**src/rtl/quantum_scheduler_ctrl.sv**
```systemverilog
// Preemptive time-slice controller: counts a per-process quantum, vectors the CPU to the
// kernel scheduler on expiry or yield, and keeps a saved-PC table used to resume processes.
module quantum_scheduler_ctrl #(
  parameter int NUM_PROC        = 4,
  parameter int PID_W           = 2,
  parameter int Q_W             = 16,
  parameter int DEFAULT_QUANTUM = 100
) (
  input  logic             clock,
  input  logic             reset,
  input  logic             sched_enable,
  input  logic             halt,
  input  logic [31:0]      pc_atual,
  input  logic             yield,
  input  logic             resume_req,
  input  logic [PID_W-1:0] resume_pid,
  input  logic             cfg_q_we,
  input  logic [Q_W-1:0]   cfg_q,
  input  logic             pc_we,
  input  logic [PID_W-1:0] pc_sel,
  input  logic [31:0]      pc_wdata,
  output logic [31:0]      pc_rdata,
  output logic [1:0]       troca_contexto,
  output logic             resume_valid,
  output logic [31:0]      resume_pc,
  output logic [PID_W-1:0] proc_atual,
  output logic             kernel_mode,
  output logic [Q_W-1:0]   quantum_left
);

  typedef enum logic [1:0] {KERNEL, RUN, SWITCH} state_t;

  state_t         state;
  logic [31:0]    pc_table [NUM_PROC];
  logic [Q_W-1:0] q_reg;

  logic advance;
  logic expire;
  logic yield_take;

  // The counter and yield only act while scheduling is enabled and the CPU is not paused.
  assign advance    = sched_enable && !halt;
  assign expire     = advance && (quantum_left == Q_W'(1));
  assign yield_take = advance && yield;

  assign pc_rdata = pc_table[pc_sel];

  always_ff @(posedge clock or negedge reset) begin
    if (!reset) begin
      state          <= KERNEL;
      troca_contexto <= 2'b00;
      resume_valid   <= 1'b0;
      resume_pc      <= '0;
      proc_atual     <= '0;
      kernel_mode    <= 1'b1;
      quantum_left   <= '0;
      q_reg          <= Q_W'(DEFAULT_QUANTUM);
      for (int i = 0; i < NUM_PROC; i++) pc_table[i] <= '0;
    end else begin
      resume_valid <= 1'b0;

      if (cfg_q_we && (cfg_q != '0)) q_reg <= cfg_q;

      // Entry-point writes come first so a same-edge context save to that slot overrides them.
      if (pc_we) pc_table[pc_sel] <= pc_wdata;

      case (state)
        KERNEL: begin
          if (resume_req && sched_enable) begin
            proc_atual   <= resume_pid;
            resume_pc    <= pc_table[resume_pid];
            resume_valid <= 1'b1;
            quantum_left <= q_reg;
            kernel_mode  <= 1'b0;
            state        <= RUN;
          end
        end
        RUN: begin
          if (expire || yield_take) begin
            quantum_left   <= '0;
            troca_contexto <= 2'b11;
            state          <= SWITCH;
          end else if (advance && (quantum_left != '0)) begin
            quantum_left <= quantum_left - Q_W'(1);
          end
        end
        SWITCH: begin
          // A paused CPU has not retired the current instruction, so it is re-executed on resume.
          pc_table[proc_atual] <= halt ? pc_atual : pc_atual + 32'd1;
          troca_contexto       <= 2'b00;
          kernel_mode          <= 1'b1;
          quantum_left         <= '0;
          state                <= KERNEL;
        end
        default: begin
          troca_contexto <= 2'b00;
          kernel_mode    <= 1'b1;
          state          <= KERNEL;
        end
      endcase
    end
  end

endmodule

```
**config.mk**
```make
export PLATFORM = sky130hd
export DESIGN_NAME = quantum_scheduler_ctrl
export DESIGN_NICKNAME = d
export VERILOG_FILES = /design/src/rtl/quantum_scheduler_ctrl.sv
export SDC_FILE = /design/constraint.sdc
export NUM_CORES = 1
export LEC_CHECK = 0
export CORE_MARGIN = 3
export CORE_UTILIZATION = 40
export CTS_CLUSTER_DIAMETER = 200
export CTS_CLUSTER_SIZE = 12
export DETAILED_ROUTE_END_ITERATION = 10
export GPL_ROUTABILITY_DRIVEN = 0
export SETUP_SLACK_MARGIN = 0.5
export SLEW_MARGIN = 10
export SYNTH_ARGS = -nofsm -noshare
export SYNTH_HDL_FRONTEND = slang
export SYNTH_SLANG_ARGS = --single-unit
```
**constraint.sdc**
```tcl
create_clock -name clock -period 4.4 [get_ports clock]
set_input_delay 0.44 -clock clock [delete_from_list [all_inputs] [get_ports clock]]
set_output_delay 0.44 -clock clock [all_outputs]
set_load 0.02 [all_outputs]
```
# [Word-level counts from Yosys, hierarchy flattened]
# Cells that the tools add are included.
[classes] bitwise=5 add_sub_neg=2 n_mux=28 reduce_logical=19 magnitude_cmp=5 n_eq_ne=6
[op_table] op="128-bit bitwise mux" count=2
[op_table] op="128-bit two-way mux" count=2
[op_table] op="32-bit two-way mux" count=7
[op_table] op="32-bit binary-select mux with 2-bit select" count=2
[op_table] op="32-bit demux with 2-bit select" count=2
[op_table] op="16-bit two-way mux" count=3
[op_table] op="16-bit case mux with 3 select lines" count=1
[op_table] op="32-bit by 1-bit adder with 32-bit output (second input constant)" count=1
[op_table] op="16-bit nonzero test" count=2
[op_table] op="16-bit by 1-bit equality test with 1-bit output (second input constant)" count=1
[op_table] op="16-bit by 1-bit subtractor with 16-bit output (second input constant)" count=1
[op_table] op="3-bit >= comparator (second input constant)" count=3
[op_table] op="2-bit inverter with 3-bit output" count=3
[op_table] op="1-bit logical AND" count=8
[op_table] op="2-bit case mux with 2 select lines" count=2
[op_table] op="2-bit AND reduction" count=4
[op_table] op="3-bit by 1-bit less-than comparator with 1-bit output (second input constant)" count=2
[op_table] op="2-bit two-way mux" count=3
[op_table] op="2-bit inequality test (second input constant)" count=2
[op_table] op="1-bit two-way mux" count=3
[op_table] op="3-bit inequality test (second input constant)" count=1
[op_table] op="3-bit AND reduction" count=1
[op_table] op="3-bit nonzero test" count=1
[op_table] op="2-bit by 1-bit equality test with 1-bit output (second input constant)" count=1
[op_table] op="other kinds (6)" count=7
[word_totals] in_bits=92 word_cells=77 out_inout_bits=86 reg_bits=200

# [Longest topological paths before layout]
# Gate-level depths: netlist (run 1).
[depth] word_depth=9 depth_mapped=9 mapped_depth_nobuf=7

# [Worst setup path after synthesis (run 1)]
# No wires, ideal clock.
[synth_path] path_kind="register -> register" from="register quantum_left[0]" to="register quantum_left[4]" synth_period_minus_slack_ns=2.075 arrival_time_ns=1.954 slack_ns=2.325 stages_incl_launch_ff=9 path_cell_list="dfrtp_1 > inv_1 > ha_1 > nor3b_1 > and2_2 > a41oi_4 > clkbuf_2 > o21ai_0 > a22o_1"
[synth_between] elab_chain_cells=5 word_cells_on_any_way=11 classes_between="add/sub (1); eq/ne (2); mux (3); reduce/logical (5)"
[synth_lines] element="start: declaration" line="28" rtl="output logic [Q_W-1:0] quantum_left"
[synth_lines] element="start signal: assignment" line="73" rtl="quantum_left <= q_reg;"
[synth_lines] element="start signal: assignment" line="84" rtl="quantum_left <= quantum_left - Q_W'(1);"
[synth_lines] element="parallel branches: the longest is 5 deep, another holds 16-bit by 1-bit subtractor with 16-bit output"
# Several ways; the timed one is not identified. The select of a mux whose other input is x is not followed.
# A chain may end at the register's enable or synchronous reset.

# [Worst setup path in the final report (run 1)]
[layout_path] from="input port pc_sel[0]" to="output port pc_rdata[22]"
[layout_between] elab_chain_cells=4
[layout_lines] element="start: declaration" line="20" rtl="input logic [PID_W-1:0] pc_sel,"
[layout_lines] element="2-bit inverter with 3-bit output (not written as such)" line="46" rtl="assign pc_rdata = pc_table[pc_sel];"
[layout_lines] element="32-bit binary-select mux with 2-bit select" line="46"
[layout_lines] element="32-bit two-way mux (not written as such) (2 in series)" line="46"
[layout_lines] element="end: declaration" line="22" rtl="output logic [31:0] pc_rdata,"
# No other way between the ends. The select of a mux whose other input is x is not followed.

==> flow_summary.toml, run 1 <==
[outcome]
status = "completed"

[grt]
grt_pass1_vias = 8879
grt_start_max_net_pins = 112
grt_overflow = 0
antenna_found_initial = 0
grt_pass1_wl_um = 51350
track_usage_pct = 21.40

[place]
dp_hpwl_um = 22030
io_buffers = 177
pre_cts_ws_ns = 1.437

[floorplanning]
die_h_um = 175
die_area_um2 = 30630
die_width_um = 175
io_pins = 178
rows = 61
coreArea_um2 = 27930
initial_utilization_pct = 40.90

[logic_synthesis]
synthTopCellsByCount = "dfrtp_1, mux2_2, nand2_1"
netlist_instances = 1021
synthArstFlopShare_pct = 100.0
ys_ff_latch = 199
ys.flop_type = "dfrtp_1"
seq_area_frac_synth_pct = 43.63
yosysWarnings = 0
yosysMostFrequentCell = "dfrtp_1"
synth.distinct_cells = 61
synth_edf_count = 0
avgSynthCellArea_um2 = 11.19
yosysTopAreaCell = "dfrtp_1"
synth_top_area_share_pct = 42.71
synth_area_leaders = "dfrtp_1, mux4_2, mux2_2"
syn_nets = 1120
syn_area_um2 = 11420

[routing]
route.detailed.drc = 0
drtPass1Iterations = 5
wire_per_inst_um = 20.84
drt-initial-drc-count = 563
ant_nets = 0
drt_wl_total_um = 32450
vias_per_cell = 5.574
dr_total_vias = 8679

[timing]
relSlewSlack_pct = 27.41
fin_crit_ns = 2.849
clock-skew-final_ns = 0.01687
fin_crit_sh_pct = 64.76
hold_violations = 0
rsz0062_at_grt = "no"
setup_viol = 0
report.final.slew_viol_count = 0
fmax_mhz = 350.9
layout_setup_ws_ns = 1.551
setup_tns_ns = 0
tightest_slew_ns = 1.089

[worst_setup_path]
crit_fanout = 14
setup.worst_path.class = "input pin to primary output"
worstPathArrival_ns = 2.41
crit_path_end_kind = "primary output"
cp_data_required_time_ns = 3.96
cp-start-kind = "input pin"
reg2reg_depth = 7

[finish]
final_util_pct = 50.47
final_nets = 1265
antenna_cells = 0
drive_gt1_share_pct = 21.37
top_regs = "pc_table (128), resume_pc (32)"
syn_to_final_growth_pct = 23.40
max_flop_register = "pc_table"
largest_reg_flops = 128

[clocking]
cts-root-buf = "clkbuf_16"
cts_buffers = 17
cts_resized = 0
ctsHoldBuffers = 0
path_clk_slew_ns = 0.08
htree_num_levels = 4
clock_latency_ns = 0.44
cts.path.max_buffers = 2
cts_setup_buffers = 0
cts_tree = "yes"
cts.sinks = 199

[hold_path]
hp-class = "input pin to asynchronous set/reset pin"

[pwr]
power_density_nw_per_um2 = 638.7
ir_worst_vdd_v = 0.0002721
leakage_nw = 5.842

[job]
maxCapViolations = 0
[through the flow]
step	instances	hold WS [ns]	total power, mW	instance area (um2)
detailed placement	1525	0.4905	7.492	13530
global placement	1525	0.4839	7.389	13530
global route	1557	0.1752	9.614	14100
finish	1557	0.1156	9.005	14100
floorplan	1021	0.1444	5.930	11420
CTS	1557	0.1657	9.082	14100
[where the power goes]
| group | leakage [nW] | internal (mW) | total (mW) | switching (mW) |
|---|---|---|---|---|
| Clock | 0.284 | 0.800 | 1.56 | 0.762 |
| Sequential | 2.37 | 2.69 | 3.35 | 0.658 |
| Combinational | 3.19 | 2.20 | 4.09 | 1.90 |
| Total | 5.84 | 5.69 | 9.00 | 3.32 |
[worst paths after layout]
check / slack, ns / start / endpoint
min reg2reg: 0.50 / kernel_mode / kernel_mode
max in group asynchronous: 3.29 / reset / pc_table[56]
max: 1.55 / pc_sel[0] / pc_rdata[22]
min: 0.12 / reset / resume_pc[8]
min in group clock: 0.50 / kernel_mode / kernel_mode
max reg2reg: 1.68 / quantum_left[1] / quantum_left[3]
[logic make-up (layout without fill, tap and decap cells)]
| group | Yosys count | count (layout) | share of synthesized area, % |
|---|---|---|---|
| multiplexers | 212 | 212 | 26.77 |
| AND/OR/NAND/NOR | 255 | 255 | 11.30 |
| AO/OA/AOI/OAI | 223 | 223 | 11.61 |
| adder cells (fa/ha/maj) | 7 | 7 | 0.7666 |
| flip-flops | 199 | 199 | 43.63 |
| buffers and inverters | 94 | 252 | 3.548 |
| XOR/XNOR | 31 | 31 | 2.377 |
[routing by layer]
layer / part of all wire (%) / vias up / GRT usage [%]
li1: - / 4057 / -
met1: 45 / 4384 / 30.01
met2: 49 / 220 / 35.47
met3: 4.7 / 18 / 3.433
met4: 1.1 / 0 / 4.222
met5: 0 / - / 0
[area by class of cell]
| class | instances | area [um2] |
|---|---|---|
| Timing Repair Buffer | 196 | 1923 |
| Clock inverter | 14 | 137.6 |
| Fill cell | 2578 | 13840 |
| Multi-Input combinational cell | 728 | 6061 |
| Clock buffer | 18 | 429.2 |
| Tap cell | 378 | 473.0 |
| Inverter | 24 | 90.09 |
| Sequential cell | 199 | 4985 |
[cell usage in the layout, fill, tap and decap left out, drive strengths merged, types with 7 or more instances in the layout]
| master | count |
|---|---|
| dfrtp | 195 |
| clkdlybuf4s50 | 172 |
| mux2 | 108 |
| nand2 | 101 |
| o21ai | 99 |
| mux4 | 64 |
| a21oi | 61 |
| nor2 | 50 |
| mux2i | 40 |
| inv | 31 |
| xor2 | 25 |
| nor2b | 23 |
| buf | 23 |
| a211oi | 22 |
| nand3 | 20 |
| clkbuf | 19 |
| nor4 | 14 |
| nand4 | 13 |
| a22o | 10 |
| nor3 | 8 |
| nand3b | 7 |
| o22ai | 7 |
| ha | 7 |
[worst max-delay path: stages]
cell	delay, ns
buf_2	0.38
buf_4	0.40
mux4_2	0.60
clkdlybuf4s50_1	0.57
Power figures use the tool's default switching activity.
==> inputs of run 2 (changes only) <==
==> constraint.sdc (replaced) <==
create_clock -name clock -period 2.3 [get_ports clock]
set_input_delay 0.23 -clock clock [delete_from_list [all_inputs] [get_ports clock]]
set_output_delay 0.23 -clock clock [all_outputs]
set_load 0.02 [all_outputs]
==> run 2 against run 1 <==
Effect of this change:
- sequential power is 91% higher
- global-route usage is 0.78 points higher
- via count is 6.7% higher
- routed wire length is 7.6% higher
- die area stayed put
- clock skew is 0.0050 ns higher
- critical path depth is 4 higher
- worst hold slack better by 0.20 ns
- clock-buffer cell count is 1 higher
- non-clock buffer count is 92 higher
- worst setup slack worse by 1.2 ns
- critical path type is now flip-flop to flip-flop
- largest cell class unchanged
==> flow_summary.toml, run 2 (synthesized netlist as in run 1, its figures left out) <==
[grt]
antenna_found_initial = 1
grt_overflow = 0
grt_start_max_net_pins = 65
grt_pass1_wl_um = 53030
track_usage_pct = 22.18
grt_pass1_vias = 9418

[clocking]
cts.path.max_buffers = 2
cts-root-buf = "clkbuf_16"
clock_latency_ns = 0.44
cts_buffers = 17
cts.sinks = 199
cts_tree = "yes"
htree_num_levels = 4
path_clk_slew_ns = 0.08

[worst_setup_path]
crit_path_end_kind = "flip-flop"
cp_data_required_time_ns = 2.63
reg2reg_depth = 8
cp-start-kind = "flip-flop"
crit_fanout = 5
setup.worst_path.class = "flip-flop to flip-flop"
worstPathArrival_ns = 2.25

[routing]
drtPass1Iterations = 5
dr_total_vias = 9263
drt_wl_total_um = 34920
route.detailed.drc = 0
ant_nets = 0
vias_per_cell = 5.604
drt-initial-drc-count = 691
wire_per_inst_um = 21.13

[timing]
setup_viol = 0
tightest_slew_ns = 0.5767
clock-skew-final_ns = 0.02188
fin_crit_ns = 1.923
fin_crit_sh_pct = 83.61
report.final.slew_viol_count = 0
rsz0062_at_grt = "yes"
hold_violations = 0
relSlewSlack_pct = 61.56
fmax_mhz = 520.0
setup_tns_ns = 0

[job]
maxCapViolations = 0

[pwr]
leakage_nw = 6.599
ir_worst_vdd_v = 0.0005283
power_density_nw_per_um2 = 1193

[finish]
max_flop_register = "pc_table"
fin_cells = 1653
largest_reg_flops = 128
top_regs = "pc_table (128), resume_pc (32)"
layout_common_cells = "dfrtp_1, clkdlybuf4s50_1, mux2_2"
syn_to_final_growth_pct = 35.46
final-seq-area_um2 = 4997
drive_gt1_share_pct = 34.46
fillers = 2465
final_common_cell = "dfrtp_1"
multi_input_area_um2 = 6507
final_nets = 1360

[floorplanning]
io_pins = 178
rows = 61
coreArea_um2 = 27930
die_width_um = 175
die_h_um = 175
die_area_um2 = 30630
initial_utilization_pct = 40.90

[hold_path]
hp-class = "input pin to asynchronous set/reset pin"

[outcome]
status = "completed"

[place]
dp_cells = 1575
io_buffers = 177
dp_hpwl_um = 22000
## run 2: where the power goes
| part | switching [mW] | internal [mW] |
|---|---|---|
| logic | 4.24 | 4.84 |
| registers | 1.24 | 5.16 |
| clock network | 1.52 | 1.45 |
| total | 7.01 | 11.5 |
## run 2: final cells by class
type                    instances  share of cell area, %
well taps                     378                  3.056
inverters                      24                 0.6144
clock inverters                13                 0.8570
repair buffers                288                  18.32
diodes                          1                0.01617
flip-flops and latches        199                  32.29
multi-input cells             731                  42.05
clock buffers                  19                  2.797
## run 2: timing repair
action                                  CTS  global route
pin swaps                                10            19
endpoints found under the setup margin   69           113
hold buffers                              1             0
buffers inserted                         25            10
hold endpoints to repair                 53             0
cloned                                    4             5
gates resized for setup                 162            73
## run 2: final timing paths
| check | slack, ns | to | startpoint |
|---|---|---|---|
| min in group clock | 0.33 | pc_table[97] | pc_atual[1] |
| min reg2reg | 0.51 | resume_pc[6] | resume_pc[6] |
| max reg2reg | 0.38 | quantum_left[2] | state[0] |
| max | 0.38 | quantum_left[2] | state[0] |
| min | 0.32 | pc_table[100] | reset |
| max in group asynchronous | 1.28 | pc_table[17] | reset |
## run 2: per-stage QoR
| stage | hold slack [ns] | power, mW | util [%] | area (um2) | setup slack (ns) |
|---|---|---|---|---|---|
| 2_1_floorplan | -0.06559 | 11.47 | - | 11510 | 0.4341 |
| 5_1_grt | 0.3484 | 19.59 | 55.40 | 15480 | 0.3042 |
| 4_1_cts | 0.3379 | 18.01 | 53.69 | 15000 | 0.4092 |
| 3_5_place_dp | 0.2565 | 14.67 | 50.74 | 14170 | 0.01898 |
| 6_report | 0.3187 | 18.46 | 55.40 | 15480 | 0.3769 |
| 3_3_place_gp | 0.2594 | 14.50 | 50.74 | 14170 | 0.04567 |
## run 2: worst max-delay path, cell delays in order, from the launching register on
cell	delay [ns]
dfrtp_2	0.47
inv_2	0.09
ha_4	0.19
inv_4	0.05
o221ai_4	0.40
buf_6	0.17
a41oi_4	0.06
buf_6	0.18
a22o_1	0.21
## run 2: layer usage
metal  wire length, um  vias up  global-route usage (%)
met5                 0        -                       0
met4               478        0                   5.419
met3              1818       32                   4.216
met2             17100      289                   37.52
met1             15520     4685                   29.61
li1                  -     4257                       -
